## src/rtl/nova_mem_pkg.sv

```systemverilog
// nova_mem_pkg: shared definitions for the data-RAM arbiter.
//   ADDR_W / DATA_W : RAM word-address and word widths
//   req_id_e        : requester identity (fetch port, load/store port)
//   mem_cmd_t       : one accepted command as carried down the pipeline
package nova_mem_pkg;

  localparam int ADDR_W = 10;
  localparam int DATA_W = 32;

  typedef enum logic {
    REQ_FETCH = 1'b0,
    REQ_LSU   = 1'b1
  } req_id_e;

  typedef struct packed {
    req_id_e             owner;
    logic                we;
    logic [ADDR_W-1:0]   addr;
    logic [DATA_W-1:0]   wdata;
  } mem_cmd_t;

endpackage

```

## src/rtl/rr_arbiter_2.sv

```systemverilog
// rr_arbiter_2: two-way round-robin picker.
//   clk, rst : clock and synchronous active-high reset
//   req[1:0] : request vector (already qualified by the caller)
//   gnt[1:0] : one-hot combinational grant
// The registered `last` pointer remembers who won most recently; on a tie
// the other requester is chosen. It resets to 1 so requester 0 wins the
// first tie.
module rr_arbiter_2 (
  input  logic       clk,
  input  logic       rst,
  input  logic [1:0] req,
  output logic [1:0] gnt
);

  logic last_q, last_d;

  always_comb begin
    gnt = 2'b00;
    unique case (req)
      2'b01:   gnt = 2'b01;
      2'b10:   gnt = 2'b10;
      2'b11:   gnt = last_q ? 2'b01 : 2'b10;
      default: gnt = 2'b00;
    endcase
  end

  always_comb begin
    last_d = last_q;
    if (gnt[0]) begin
      last_d = 1'b0;
    end else if (gnt[1]) begin
      last_d = 1'b1;
    end
  end

  always_ff @(posedge clk) begin
    if (rst) begin
      last_q <= 1'b1;
    end else begin
      last_q <= last_d;
    end
  end

endmodule

```

## src/rtl/ram_arbiter.sv

```systemverilog
// ram_arbiter: arbitrates fetch (m0) and load/store (m1) commands onto the
// shared single-port data RAM with a fixed two-cycle latency.
//   clk, rst              : clock, synchronous active-high reset
//   mX_req/we/addr/wdata  : command inputs, held until mX_gnt
//   mX_gnt                : combinational accept
//   mX_done, mX_rdata     : completion pulse and read data (two cycles after gnt)
//   ram_cs/read_en/write_en, ram_addr, ram_wdata : RAM strobes and buses
//   ram_rdata             : RAM data out
// Pipeline: grant -> access (command register drives RAM) -> respond.
module ram_arbiter
  import nova_mem_pkg::*;
#(
  parameter int ADDR_W = nova_mem_pkg::ADDR_W,
  parameter int DATA_W = nova_mem_pkg::DATA_W
) (
  input  logic              clk,
  input  logic              rst,
  input  logic              m0_req,
  input  logic              m0_we,
  input  logic [ADDR_W-1:0] m0_addr,
  input  logic [DATA_W-1:0] m0_wdata,
  output logic              m0_gnt,
  output logic              m0_done,
  output logic [DATA_W-1:0] m0_rdata,
  input  logic              m1_req,
  input  logic              m1_we,
  input  logic [ADDR_W-1:0] m1_addr,
  input  logic [DATA_W-1:0] m1_wdata,
  output logic              m1_gnt,
  output logic              m1_done,
  output logic [DATA_W-1:0] m1_rdata,
  output logic              ram_cs,
  output logic              ram_read_en,
  output logic              ram_write_en,
  output logic [ADDR_W-1:0] ram_addr,
  output logic [DATA_W-1:0] ram_wdata,
  input  logic [DATA_W-1:0] ram_rdata
);

  logic [1:0]        req_v;
  logic [1:0]        gnt_v;

  logic              busy_q, busy_d;
  mem_cmd_t          cmd_q, cmd_d;

  logic              rsp_valid_q, rsp_valid_d;
  req_id_e           rsp_owner_q, rsp_owner_d;
  logic [DATA_W-1:0] rdata0_q, rdata0_d;
  logic [DATA_W-1:0] rdata1_q, rdata1_d;

  logic              fwd_valid_q, fwd_valid_d;
  logic [ADDR_W-1:0] fwd_addr_q, fwd_addr_d;
  logic [DATA_W-1:0] fwd_data_q, fwd_data_d;

  logic              access;
  logic              fwd_hit;
  logic [DATA_W-1:0] rd_word;

  // No grant may be issued while reset is asserted.
  assign req_v = {m1_req, m0_req} & {2{~rst}};

  rr_arbiter_2 u_rr (
    .clk (clk),
    .rst (rst),
    .req (req_v),
    .gnt (gnt_v)
  );

  assign m0_gnt = gnt_v[0];
  assign m1_gnt = gnt_v[1];

  // Stage A: capture the winner. The command register holds when idle so
  // ram_addr/ram_wdata keep their last values.
  always_comb begin
    busy_d = |gnt_v;
    cmd_d  = cmd_q;
    if (gnt_v[1]) begin
      cmd_d.owner = REQ_LSU;
      cmd_d.we    = m1_we;
      cmd_d.addr  = m1_addr;
      cmd_d.wdata = m1_wdata;
    end else if (gnt_v[0]) begin
      cmd_d.owner = REQ_FETCH;
      cmd_d.we    = m0_we;
      cmd_d.addr  = m0_addr;
      cmd_d.wdata = m0_wdata;
    end
  end

  // Stage B: strobes gated with ~rst so nothing commits during reset.
  assign access       = busy_q & ~rst;
  assign ram_cs       = access;
  assign ram_write_en = access & cmd_q.we;
  assign ram_read_en  = access & ~cmd_q.we;
  assign ram_addr     = cmd_q.addr;
  assign ram_wdata    = cmd_q.wdata;

  // The RAM only refreshes its output on an address change, so a read of
  // the most recently written address is served from the forward register.
  assign fwd_hit = fwd_valid_q && (fwd_addr_q == cmd_q.addr);
  assign rd_word = fwd_hit ? fwd_data_q : ram_rdata;

  always_comb begin
    fwd_valid_d = fwd_valid_q;
    fwd_addr_d  = fwd_addr_q;
    fwd_data_d  = fwd_data_q;
    if (ram_write_en) begin
      fwd_valid_d = 1'b1;
      fwd_addr_d  = cmd_q.addr;
      fwd_data_d  = cmd_q.wdata;
    end
  end

  // Stage C: response register; each requester keeps its own read data so
  // it is stable between that requester's done pulses.
  always_comb begin
    rsp_valid_d = access;
    rsp_owner_d = cmd_q.owner;
    rdata0_d    = rdata0_q;
    rdata1_d    = rdata1_q;
    if (ram_read_en) begin
      if (cmd_q.owner == REQ_LSU) begin
        rdata1_d = rd_word;
      end else begin
        rdata0_d = rd_word;
      end
    end
  end

  assign m0_done  = rsp_valid_q & ~rst & (rsp_owner_q == REQ_FETCH);
  assign m1_done  = rsp_valid_q & ~rst & (rsp_owner_q == REQ_LSU);
  assign m0_rdata = rdata0_q;
  assign m1_rdata = rdata1_q;

  always_ff @(posedge clk) begin
    if (rst) begin
      busy_q      <= 1'b0;
      cmd_q       <= '0;
      rsp_valid_q <= 1'b0;
      rsp_owner_q <= REQ_FETCH;
      rdata0_q    <= '0;
      rdata1_q    <= '0;
      fwd_valid_q <= 1'b0;
      fwd_addr_q  <= '0;
      fwd_data_q  <= '0;
    end else begin
      busy_q      <= busy_d;
      cmd_q       <= cmd_d;
      rsp_valid_q <= rsp_valid_d;
      rsp_owner_q <= rsp_owner_d;
      rdata0_q    <= rdata0_d;
      rdata1_q    <= rdata1_d;
      fwd_valid_q <= fwd_valid_d;
      fwd_addr_q  <= fwd_addr_d;
      fwd_data_q  <= fwd_data_d;
    end
  end

endmodule

```

## config.mk

```make
export PLATFORM = sky130hd
export DESIGN_NAME = ram_arbiter
export DESIGN_NICKNAME = d
export VERILOG_FILES = /design/src/rtl/nova_mem_pkg.sv /design/src/rtl/rr_arbiter_2.sv /design/src/rtl/ram_arbiter.sv
export SDC_FILE = /design/constraint.sdc
export NUM_CORES = 1
export LEC_CHECK = 0
export ABC_CLOCK_PERIOD_IN_PS = 2000
export CELL_PAD_IN_SITES_DETAIL_PLACEMENT = 1
export CELL_PAD_IN_SITES_GLOBAL_PLACEMENT = 1
export CORE_MARGIN = 1
export CORE_UTILIZATION = 35
export DETAILED_ROUTE_END_ITERATION = 8
export PLACE_DENSITY_LB_ADDON = 0.05
export SETUP_SLACK_MARGIN = 0.5
export SKIP_LAST_GASP = 1
export SLEW_MARGIN = 20
export SYNTH_ARGS = -nofsm -noshare
export SYNTH_HDL_FRONTEND = slang
export SYNTH_SLANG_ARGS = --single-unit
```

## constraint.sdc

```tcl
create_clock -name clk -period 2 [get_ports clk]
set_input_delay 0.2 -clock clk [delete_from_list [all_inputs] [get_ports clk]]
set_output_delay 0.2 -clock clk [all_outputs]
set_load 0.02 [all_outputs]
```

==> results of run 1 <==
-- cell type report --
type	count	area [um^2]
inverters	4	15.0
fillers	2172	8820
flip-flops and latches	155	3120
well taps	270	338
repair buffers	304	3390
clock buffers	20	457
multi-input cells	484	4060
clock inverters	12	163
diodes	1	2.50
-- state kept, by name (all words and copies together), names as in the netlist --
name	count
cmd_q	1
m1_rdata	32
m0_rdata	32
u_rr.last_q	1
rsp_owner_d	1
fwd_data_q	32
fwd_addr_q	10
ram_wdata	32
rsp_valid_q	1
ram_addr	10
rsp_owner_q	1
busy_q	1
fwd_valid_q	1
-- power by group through the flow --
stage / registers [mW] / logic (mW) / clock network, mW
2_1_floorplan: 3.47 / 1.02 / 0
6_report: 3.39 / 2.24 / 3.42
3_3_place_gp: 3.44 / 1.71 / 0
4_1_cts: 3.38 / 1.98 / 3.47
3_5_place_dp: 3.44 / 1.75 / 0
5_1_grt: 3.41 / 2.35 / 3.63
-- synth_stat cells, drive strengths merged --
cell type and instances:
mux2i 43, nand3b 43, xnor2 7, and3b 1, nor2 112, clkinv 1, a311oi 64, nor2b 5
or2 1, nand2 86, and4 2, inv 3, buf 76, o21ai 2, clkbuf 41, o31ai 32
and2 1, dfxtp 155, nand4 34, xor2 3, a211oi 43, or3 1, nor3b 3, nor3 1
-- through the flow --
| step | hold WS (ns) | setup WS [ns] | util [%] | area, um^2 |
|---|---|---|---|---|
| after floorplan | 0.300 | 0.447 | - | 7320 |
| after CTS | 0.0803 | 0.265 | 52.3 | 10600 |
| after detailed placement | 0.461 | 0.0163 | 47.3 | 9640 |
| after global routing | 0.110 | 0.126 | 56.7 | 11500 |
| after global placement | 0.450 | 0.142 | 47.3 | 9640 |
| final | 0.115 | 0.196 | 56.7 | 11500 |
-- final timing paths --
check / start / endpoint / slack [ns] / depth (start not counted)
max: fwd_addr_q[8]$_SDFFE_PP0P_ / m0_rdata[21]$_SDFFE_PP0P_ / 0.20 / 5
min reg2reg: ram_wdata[25]$_SDFFE_PP0P_ / fwd_data_q[25]$_SDFFE_PP0P_ / 0.47 / 2
max reg2reg: fwd_addr_q[8]$_SDFFE_PP0P_ / m0_rdata[21]$_SDFFE_PP0P_ / 0.20 / 5
min: rst / ram_addr[8]$_SDFFE_PP0P_ / 0.11 / 2
-- routing by layer --
metal,wire length [um],GRT usage (%),vias up
met5,0,0,-
met4,465,6.82,0
met3,1610,4.94,33
met2,14400,41.9,224
met1,12100,30.4,3316
li1,-,-,3139
-- logic make-up (layout without fill, tap and decap cells) --
logic type             Yosys count  after routing  share of synthesized area (%)
AND/OR/NAND/NOR                290            290                           19.0
buffers and inverters          121            340                           10.3
other                            0              1                              0
AO/OA/AOI/OAI                  141            141                           21.2
XOR/XNOR                        10             10                           1.20
multiplexers                    43             43                           5.89
flip-flops                     155            155                           42.4
-- repair_timing --
action / in CTS / in global routing
setup endpoints to repair: 206 / 118
resized for setup: 171 / 128
buffers inserted: 12 / 9
gates cloned: 9 / 14
pin swaps: 61 / 58
==> run_results.csv, run 1 <==
group,metric,value,unit
setup_path,cp_data_arrival_time,2.08,ns
pwr,irDropWorstVdd,576,uV
clocking,clk_latency,0.43,ns
die,fp.dieArea,0.0215,mm^2
timing,hold_viol,0,
clocking,cts.reportedPaths.clkPinSlew,0.07,ns
timing,period_share,90.2,%
grt,grt_antenna_before_repair,1,
synthesis,netlist_top_cells_area,"dfxtp_1 42%, o31ai_4 8.7%, a311oi_1 7.7%",
routing,drc,0,
clocking,cts_tree,"done",
routing,vias,6712,
synthesis,synth.top_cell.area_share,42.4,%
pwr,clkPwrFrac,37.8,%
pwr,internal_power,6.35,mW
synthesis,post-synth-top-area-cell,"dfxtp_1",
finish,final_common_cell,"dfxtp_1",
timing,clock.fmax,554,MHz
pwr,powerDensity,785,mW/mm^2
synthesis,syn_inst,760,
synthesis,synth_seq_cells,155,
setup_path,crit_path_start_kind,"flip-flop",
clocking,cts_buffers,17,
setup_path,critPathTopFamily,"simple AND/OR/NAND/NOR gates",
die,dieHeight,147,um
clocking,cts_hold_buf,0,
finish,layout_common_cells,"143 x dfxtp_1, 119 x clkdlybuf4s50_1, 104 x nor2_1",
finish,nNetsFinal,1088,
setup_path,cp_max_fo,20,
finish,drive_gt1_share,25.7,%
timing,period_minus_slack,1.80,ns
routing,routed_via_density,5.37,
routing,drtIter0Drc,281,
die,die_x,147,um
routing,ant_nets,0,
synthesis,syn_area,0.00731,mm^2
place,dpl.hpwl,15.9,mm
pwr,swShare,29.9,%
clocking,ctsHtreeMaxLevel,4,
grt,grt_pass1_vias,6982,
setup_path,cpPeakStageDelay,0.48,ns
setup_path,crit_type,"flip-flop to flip-flop",
flow_run,maxCapViolCount,0,
pwr,power,9.06,mW
routing,drt-pass1-iter-count,5,
timing,clock_skew,0.00846,ns
outcome,status,"finished clean",
clocking,numClockSinks,155,
die,ioPinCount,235,
clocking,clk_path_buf_depth,2,
pwr,p_leak,4.52,nW
routing,post_drt_wl_per_cell,22.9,um
timing,slew_viol_final,0,
grt,grt_max_degree,121,
timing,setup_viol,0,
timing,max_slew_margin,56.3,%
timing,tightest_slew,0.655,ns
synthesis,post_synth_num_cell_types,31,
die,core_area,0.0204,mm^2
die,rows,52,
timing,tns,0,ns
finish,syn2layout_area_growth,57.9,%
pwr,p_sw,2.71,mW
setup_path,path_buf_inv,1,
timing,rsz0062_at_grt,"yes",
hold_path,hold_class,"input pin to flip-flop",
die,start_util,35.9,%
setup_path,critPathSlowestCell,"or3_4",
place,numPortBuffers,234,
synthesis,yosys_warnings,0,
finish,instances_no_fill,1250,
grt,grt_pass1_wl,40.2,mm
setup_path,cp.required,2.28,ns
pwr,p_seq_share,37.4,%
place,dp.cells,1173,
setup_path,path_cells,"xor2_2, or3_4, buf_12, o31ai_4, a311oi_2",
clocking,cts-root-buf,"clkbuf_16",
synthesis,postSynthAreaPerCell,9.62,um^2
grt,gr-total-overflow,0,
synthesis,synth_nets,882,
pwr,combPwrFrac,24.8,%
setup_path,worstSetupEndpointType,"flip-flop",
place,gp_congestion,0.799,
synthesis,synth_seq_area_share,42.4,%
grt,gr-usage-all-layers,24.3,%
routing,drt-total-wl,28.6,mm
Power figures use the tool's default switching activity.
==> run 2, diff against run 1 <==
- CORE_UTILIZATION: 35 -> 36
- CTS_BUF_LIST: default -> sky130_fd_sc_hd__clkbuf_8
==> run 2 against run 1 <==
Effect of this change: register-to-register slack hardly changed; via count decreased by 4.2%; largest cell class unchanged; sequential share of layout area is 3.5 points higher; die area fell by 2.7%; first-iteration DRC count shrank 4.3%; global-route usage is 1.7 points lower; combinational power down 17%; power shrank 18%; non-clock buffer count shrank 31; critical endpoint is now m0_rdata[16]$_SDFFE_PP0P_; final cell count down 3.0%; clock power shrank 37%; hold slack better by 0.036 ns.
==> run_results.csv, run 2 (same netlist as run 1, synthesis figures left out) <==
group,metric,value,unit
grt,grt_antenna_before_repair,0,
grt,grt_pass1_vias,6599,
grt,grt_max_degree,82,
die,ioPinCount,235,
clocking,cts_hold_buf,0,
clocking,cts_buffers,17,
routing,routed_via_density,5.31,
clocking,numClockSinks,155,
timing,worst_slack,0.197,ns
timing,setup_viol,0,
setup_path,cp_data_arrival_time,2.10,ns
die,core_area,0.0197,mm^2
place,dpl.hpwl,16.1,mm
place,dp.cells,1164,
finish,final_common_cell,"dfxtp_1",
timing,max_slew_margin,44.9,%
setup_path,cp_max_fo,8,
setup_path,rr_startpoint,"fwd_addr_q[4]$_SDFFE_PP0P_",
setup_path,r2r_slack,0.20,ns
die,fp.dieArea,0.0209,mm^2
timing,rsz0062_at_grt,"yes",
place,preCtsSetupSlack,-0.0491,ns
clocking,clk_path_buf_depth,2,
clocking,cts-root-buf,"clkbuf_8",
finish,nFillCells,2265,
clocking,clk_latency,0.45,ns
timing,period_minus_slack,1.80,ns
finish,nNetsFinal,1057,
clocking,cts_tree,"done",
timing,hold_viol,0,
clocking,cts.reportedPaths.clkPinSlew,0.09,ns
grt,gr-total-overflow,0,
routing,post_drt_wl_per_cell,20.2,um
timing,slew_viol_final,0,
timing,tightest_slew,0.827,ns
setup_path,rr_endpoint,"m0_rdata[16]$_SDFFE_PP0P_",
pwr,p_leak,4.08,nW
pwr,power,7.39,mW
finish,multi_input_area,0.00364,mm^2
timing,clock_skew,0.0163,ns
setup_path,reg2reg_depth,5,
finish,drive_gt1_share,15.0,%
pwr,powerDensity,722,mW/mm^2
hold_path,hold_class,"input pin to flip-flop",
die,dieHeight,145,um
finish,layout_common_cells,"144 x dfxtp_1, 120 x clkdlybuf4s50_1, 112 x nor2_1",
routing,drtIter0Drc,269,
hold_path,hold_depth,2,
die,die_x,145,um
setup_path,crit_type,"flip-flop to flip-flop",
routing,vias,6433,
hold_path,holdPathEnd,"rsp_owner_d$_SDFFE_PP0P_",
finish,antennaDiodeCount,0,
outcome,status,"finished clean",
timing,period_share,90.1,%
place,numPortBuffers,234,
grt,grt_pass1_wl,36.2,mm
routing,drc,0,
die,start_util,37.2,%
clocking,ctsHtreeMaxLevel,4,
routing,drt-pass1-iter-count,4,
finish,seq_area,0.00312,mm^2
setup_path,worstSetupEndpointType,"flip-flop",
flow_run,maxCapViolCount,0,
routing,ant_nets,0,
timing,clock.fmax,555,MHz
die,rows,51,
finish,instances_no_fill,1212,
finish,syn2layout_area_growth,40.1,%
pwr,irDropWorstVdd,376,uV
routing,drt-total-wl,24.5,mm
setup_path,crit_path_start_kind,"flip-flop",
hold_path,worstHoldStart,"rst",
grt,gr-usage-all-layers,22.6,%
place,gp_congestion,0.813,
setup_path,cp.required,2.30,ns
==> run 2: cell types whose count changed in the layout (fill, tap and decap cells not counted), moves of 11 or more <==
cell,previous run,this run
a211oi_1,17,43
mux2i_4,11,0
a311oi_2,19,4
clkbuf_16,25,6
buf_12,23,10
mux2i_2,15,2
mux2i_1,17,41
clkbuf_8,2,18
a211oi_2,25,0
a311oi_1,45,60
==> run 2: metal layers <==
metal  global-route usage [%]  wire [um]
met1                     29.9      11100
met2                     36.5      11700
met3                     4.57       1220
met4                     7.42        399
met5                        0          0
==> run 2: stage by stage <==
step | area [um^2] | utilization (%) | setup TNS (ns) | hold WS [ns]
final | 10200 | 52.1 | 0 | 0.150
after detailed placement | 9550 | 48.6 | -0.210 | 0.462
after global placement | 9550 | 48.6 | 0 | 0.458
after floorplan | 7320 | - | 0 | 0.300
after global routing | 10200 | 52.1 | 0 | 0.138
after CTS | 9930 | 50.5 | 0 | 0.113
==> run 2: power by group <==
| part | total (mW) | switching, mW | internal, mW |
|---|---|---|---|
| Combinational | 1.86 | 1.02 | 0.840 |
| Sequential | 3.38 | 0.139 | 3.24 |
| Clock | 2.14 | 1.17 | 0.977 |
| Total | 7.39 | 2.33 | 5.06 |
==> run 2: area by class of cell <==
cell class                 instances  share of cell area (%)
sequential                       155                    30.5
inverter                           4                   0.147
clock inverter                    13                   0.880
tap                              265                    3.24
clock buffer                      18                    2.42
multi-input combinational        484                    35.5
timing repair buffer             273                    27.3
==> run 2: worst max path at each step <==
stage / slack (ns) / end / start / cells past startpoint
finish: 0.20 / m0_rdata[16]$_SDFFE_PP0P_ / fwd_addr_q[4]$_SDFFE_PP0P_ / 5
global placement: 0.02 / ram_wdata[25]$_SDFFE_PP0P_ / m1_req / 6
detailed placement: -0.05 / ram_wdata[31]$_SDFFE_PP0P_ / m1_req / 6
global route: 0.17 / m0_rdata[16]$_SDFFE_PP0P_ / ram_addr[8]$_SDFFE_PP0P_ / 5
floorplan: 0.45 / m0_rdata[10]$_SDFFE_PP0P_ / fwd_addr_q[4]$_SDFFE_PP0P_ / 6
CTS: 0.24 / m0_rdata[15]$_SDFFE_PP0P_ / ram_addr[4]$_SDFFE_PP0P_ / 5
==> run 2: what timing repair did <==
| action | in CTS | in global routing |
|---|---|---|
| setup buffers | 1 | 7 |
| cloned | 3 | 6 |
| endpoints found under the setup margin | 205 | 120 |
| pin swaps | 7 | 22 |
| gates resized for setup | 157 | 40 |
==> run 2: worst max-delay path, stage by stage, from the launching register on <==
cell,delay (ns)
dfxtp_4,0.37
xor2_4,0.18
or3_4,0.53
clkbuf_16,0.23
o31ai_4,0.21
a311oi_2,0.14
==> run 3, diff against run 2 <==
- CORE_UTILIZATION: 36 -> 35
- PLACE_DENSITY: default -> 0.86
- PLACE_DENSITY_LB_ADDON: 0.05 -> default
- SYNTH_HIERARCHICAL: default -> 1
==> run 3 against run 2 <==
Effect of this change: synthesized area is 0.68% higher; synthesized cell count is 5.7% higher; global-route usage is 0.98 points higher; critical path depth is 1 higher; final cell count is 6.3% higher; clock skew is 0.0016 ns lower; worst setup slack better by 0.011 ns.
==> run_results.csv, run 3 <==
group,metric,value,unit
timing,rsz0062_at_grt,"yes",
routing,vias,6876,
finish,nNetsFinal,1127,
timing,tns,0,ns
setup_path,crit_path_start_kind,"flip-flop",
timing,clock.fmax,558,MHz
synthesis,syn_inst,803,
die,die_x,147,um
grt,gr-usage-all-layers,23.6,%
setup_path,crit_type,"flip-flop to flip-flop",
setup_path,rr_startpoint,"ram_addr[3]$_SDFFE_PP0P_",
finish,syn2layout_area_growth,48.6,%
timing,period_minus_slack,1.79,ns
finish,final_common_cell,"nor2_1",
routing,drt-pass1-iter-count,5,
clocking,clk_path_buf_depth,2,
grt,grt_pass1_wl,39.6,mm
synthesis,netlist_top_cells_area,"dfxtp_1 42%, o31ai_4 8.7%, nor2_1 7.8%",
setup_path,r2r_slack,0.21,ns
die,core_area,0.0204,mm^2
synthesis,yosys_warnings,6,
die,fp.dieArea,0.0216,mm^2
setup_path,cp_max_fo,8,
clocking,cts-root-buf,"clkbuf_8",
pwr,irDropWorstVdd,362,uV
setup_path,cp_data_arrival_time,2.13,ns
setup_path,rr_endpoint,"m1_rdata[25]$_SDFFE_PP0P_",
die,ioPinCount,235,
synthesis,synth_nets,925,
setup_path,cp-endpoint,"m1_rdata[25]$_SDFFE_PP0P_",
timing,hold_viol,0,
synthesis,post-synth-top-area-cell,"dfxtp_1",
routing,drc,0,
clocking,cts_hold_buf,0,
die,start_util,36.0,%
setup_path,cp.required,2.34,ns
routing,post_drt_wl_per_cell,20.4,um
timing,setup_viol,0,
setup_path,worstSetupEndpointType,"flip-flop",
hold_path,hold_class,"input pin to flip-flop",
flow_run,maxCapViolCount,0,
clocking,cts_buffers,17,
pwr,power,7.48,mW
synthesis,synth_edf_count,0,
grt,grt_antenna_before_repair,0,
outcome,status,"finished clean",
finish,layout_common_cells,"153 x nor2_1, 135 x dfxtp_1, 120 x clkdlybuf4s50_1",
pwr,powerDensity,684,mW/mm^2
clocking,numClockSinks,155,
synthesis,syn_area,0.00736,mm^2
place,dpl.hpwl,15.9,mm
hold_path,worstHoldStart,"rst",
grt,gr-total-overflow,0,
place,gp_congestion,0.783,
routing,ant_nets,0,
die,dieHeight,147,um
routing,routed_via_density,5.34,
setup_path,reg2reg_depth,6,
setup_path,startpoint,"ram_addr[3]$_SDFFE_PP0P_",
timing,period_share,89.6,%
die,rows,52,
timing,max_slew_margin,61.1,%
timing,clock_skew,0.0147,ns
clocking,clk_latency,0.44,ns
pwr,p_leak,4.43,nW
synthesis,yosysMostFrequentCell,"dfxtp_1",
clocking,cts_tree,"done",
routing,drt-total-wl,26.3,mm
grt,grt_max_degree,89,
synthesis,synthArstFlopShare,0,%
grt,grt_pass1_vias,7027,
timing,slew_viol_final,0,
synthesis,synth_seq_area_share,42.2,%
synthesis,synth_seq_cells,155,
finish,drive_gt1_share,20.4,%
synthesis,synth.top_cell.area_share,42.2,%
clocking,ctsHtreeMaxLevel,4,
clocking,cts.reportedPaths.clkPinSlew,0.09,ns
routing,drtIter0Drc,338,
synthesis,post_synth_num_cell_types,33,
synthesis,synth_top_flop_cell,"dfxtp_1",
timing,tightest_slew,0.584,ns
place,numPortBuffers,234,
synthesis,postSynthAreaPerCell,9.17,um^2
synthesis,netlist_top_cells_count,"155 x dfxtp_1, 153 x nor2_1, 86 x nand2_1, 64 x a311oi_1, 48 x buf_4",
run 3: cell count changes in the layout (fill, tap and decap cells not counted), sizes merged, moves of 3 or more:
cell | before | now
clkinvlp | 1 | 4
nor2 | 112 | 153
dlygate4sd2 | 101 | 98
clkinv | 7 | 2
a21oi | 0 | 44
clkbuf | 27 | 31
buf | 40 | 68
a211oi | 43 | 0
run 3: per-stage QoR:
| step | cell area [um^2] | worst slack (ns) | util [%] | std cells | hold WS [ns] |
|---|---|---|---|---|---|
| 6_report | 10900 | 0.208 | 53.5 | 1288 | 0.162 |
| 5_1_grt | 10900 | 0.145 | 53.5 | 1287 | 0.161 |
| 4_1_cts | 10500 | 0.239 | 51.5 | 1270 | 0.143 |
| 3_5_place_dp | 9700 | 0.0400 | 47.5 | 1215 | 0.447 |
| 3_3_place_gp | 9700 | 0.119 | 47.5 | 1215 | 0.442 |
| 2_1_floorplan | 7470 | 0.447 | - | 803 | 0.286 |
run 3: worst min path at each step:
stage	to	slack, ns	cells past startpoint
floorplan	u_rr/last_q$_SDFFE_PP1P_	0.29	1
global placement	fwd_data_q[11]$_SDFFE_PP0P_	0.44	2
detailed placement	fwd_data_q[11]$_SDFFE_PP0P_	0.45	2
CTS	ram_addr[1]$_SDFFE_PP0P_	0.14	2
global route	ram_addr[0]$_SDFFE_PP0P_	0.16	2
finish	ram_addr[2]$_SDFFE_PP0P_	0.16	2
run 3: metal layers:
layer	GRT usage (%)	up-vias	part of all wire (%)
met5	0	-	0
met4	7.32	0	1.8
met3	4.22	29	4.8
met2	40.8	222	50
met1	29.6	3416	43
li1	-	3209	-
run 3: kinds of logic after synthesis:
kind of cell    after synthesis  synth area share (%)
compound gates              143                  19.8
xor+xnor                     10                  1.19
buf+inv                     121                  10.1
flops                       155                  42.2
mux                          43                  5.85
simple gates                331                  20.9
run 3: area by class of cell:
type / count / area [um^2]
fillers: 2287 / 9490
inverters: 4 / 15.0
clock buffers: 20 / 275
clock inverters: 11 / 95.1
repair buffers: 300 / 3210
well taps: 270 / 338
multi-input cells: 527 / 3850
flip-flops and latches: 155 / 3150
diodes: 1 / 2.50
run 3: where the power goes:
part / internal (mW) / switching [mW] / leakage (nW) / total, mW
logic: 0.920 / 0.968 / 2.97 / 1.89
registers: 3.19 / 0.106 / 1.27 / 3.30
clock network: 1.07 / 1.22 / 0.186 / 2.30
total: 5.18 / 2.30 / 4.43 / 7.48
run 3: worst max-delay path: stages (launching register included):
cell and delay (ns):
dfxtp_4 0.38, xnor2_4 0.19, and4_4 0.33, buf_12 0.12
buf_16 0.12, nand4_1 0.21, a311oi_2 0.33
run 3: repair_timing:
| action | CTS | global route |
|---|---|---|
| pin swaps | 17 | 46 |
| cloned | 9 | 4 |
| endpoints found under the setup margin | 206 | 159 |
| resized for setup | 183 | 66 |
| buffers inserted | 15 | 13 |
| hold endpoints to repair | 0 | 0 |
==> RTL edit (config.mk and constraints of run 3) <==
Set the package constant `ADDR_W` to 11 (it was 10).
--- a/src/rtl/nova_mem_pkg.sv
+++ b/src/rtl/nova_mem_pkg.sv
@@ -5,5 +5,5 @@
 package nova_mem_pkg;
 
-  localparam int ADDR_W = 10;
+  localparam int ADDR_W = 11;
   localparam int DATA_W = 32;
 
Interface: changed (resized m0_addr, m1_addr and ram_addr); port bits go from 235 to 238. The function was not compared with the original's and may differ.
==> RTL edit against run 3 <==
Clock skew down 1.0 ps. Routed wire length is 14% higher. Total power is 10% higher. Non-clock buffer count increased by 1. Final cell count increased by 0.54%. Final area is 1.6% higher. Area after synthesis down 4.2%. Count of clock-buffer cells in the layout is 1 lower. Setup slack worse by 53 ps. Utilization is 3.2 points higher. First-iteration DRC count is 7.7% higher. Hold slack got worse by 94 ps. Sequential cell count grew 2. Critical path type unchanged. Largest cell class unchanged. Largest power group unchanged. Highest routed layer unchanged.
==> RTL edit: results (changes against run 3) <==
Clk_lat worst skew -> 460 ps (was 440 ps)
Number of global-route vias before repair -> 7,269 (was 7,027)
Core ar. -> 0.0196 mm2 (was 0.0204 mm2)
Port Buf Inserts -> 237 (was 234)
Iter 0 DRT Violations -> 364 (was 338)
Layout Skew -> 13.7 ps (was 14.7 ps)
Final non-clock buffer share -> 0.307 (was 0.294)
Status -> completed (unchanged)
Bufs w/o clock -> 301 (was 300)
Final period util -> 0.922 (was 0.896)
Reg2reg end -> m0_rdata[4] (was m1_rdata[25])
FILL cells -> 2,169 (was 2,287)
Nets@finish -> 1,140 (was 1,127)
Clk sink count -> 157 (was 155)
Post-Layout Cell Count -> 1,295 (was 1,288)
Leak -> 0.00455 uW (was 0.00443 uW)
Share of cells above drive strength 1 -> 0.189 (was 0.204)
Number of clock buffers in the layout -> 19 (was 20)
HPWL Detailed -> 15,000 um (was 15,900 um)
WL/cell -> 23.2 um (was 20.4 um)
Pre-CTS setup slack -> 18.2 ps (was 40.0 ps)
Top post-synthesis cells by area -> dfxtp_1 45%, nor2_1 8.3%, a311oi_1 8.0%, mux2i_1 6.2%, buf_4 6.1% (was dfxtp_1 42%, o31ai_4 8.7%, nor2_1 7.8%, a311oi_1 7.6%, mux2i_1 5.8%)
Metal2 WL -> 15,100 um (was 13,200 um)
Reg-to-reg startpoint -> ram_addr[2] (was ram_addr[3])
GRT met3 Usage -> 0.0626 (was 0.0422)
Met1 usage -> 0.319 (was 0.296)
Total number of vias -> 7,057 (was 6,876)
Sequential area share after synthesis -> 0.446 (was 0.422)
## RTL edit: changes by cell type in the layout (fill, tap and decap cells not counted), moves of 5 or more
| cell | change |
|---|---|
| a311oi_1 | +10 |
| a311oi_2 | -10 |
| buf_16 | +8 |
| buf_4 | -14 |
| buf_6 | +5 |
| dlygate4sd2_1 | +6 |
| o31ai_2 | +12 |
| o31ai_4 | -13 |
## RTL edit: power by group
part,internal (uW),switching [uW],leakage (uW)
clock,1560,1280,0.000238
combinational,985,1070,0.00303
sequential,3240,102,0.00128
total,5790,2450,0.00455
## RTL edit: per-stage QoR
stage / util / hold slack (ps) / power [uW]
finish: 0.567 / 67.7 / 8230
global route: 0.567 / 48.1 / 8500
CTS: 0.540 / 25.2 / 8030
detailed placement: 0.474 / 454 / 4740
global placement: 0.474 / 447 / 4710
floorplan: - / 286 / 4200
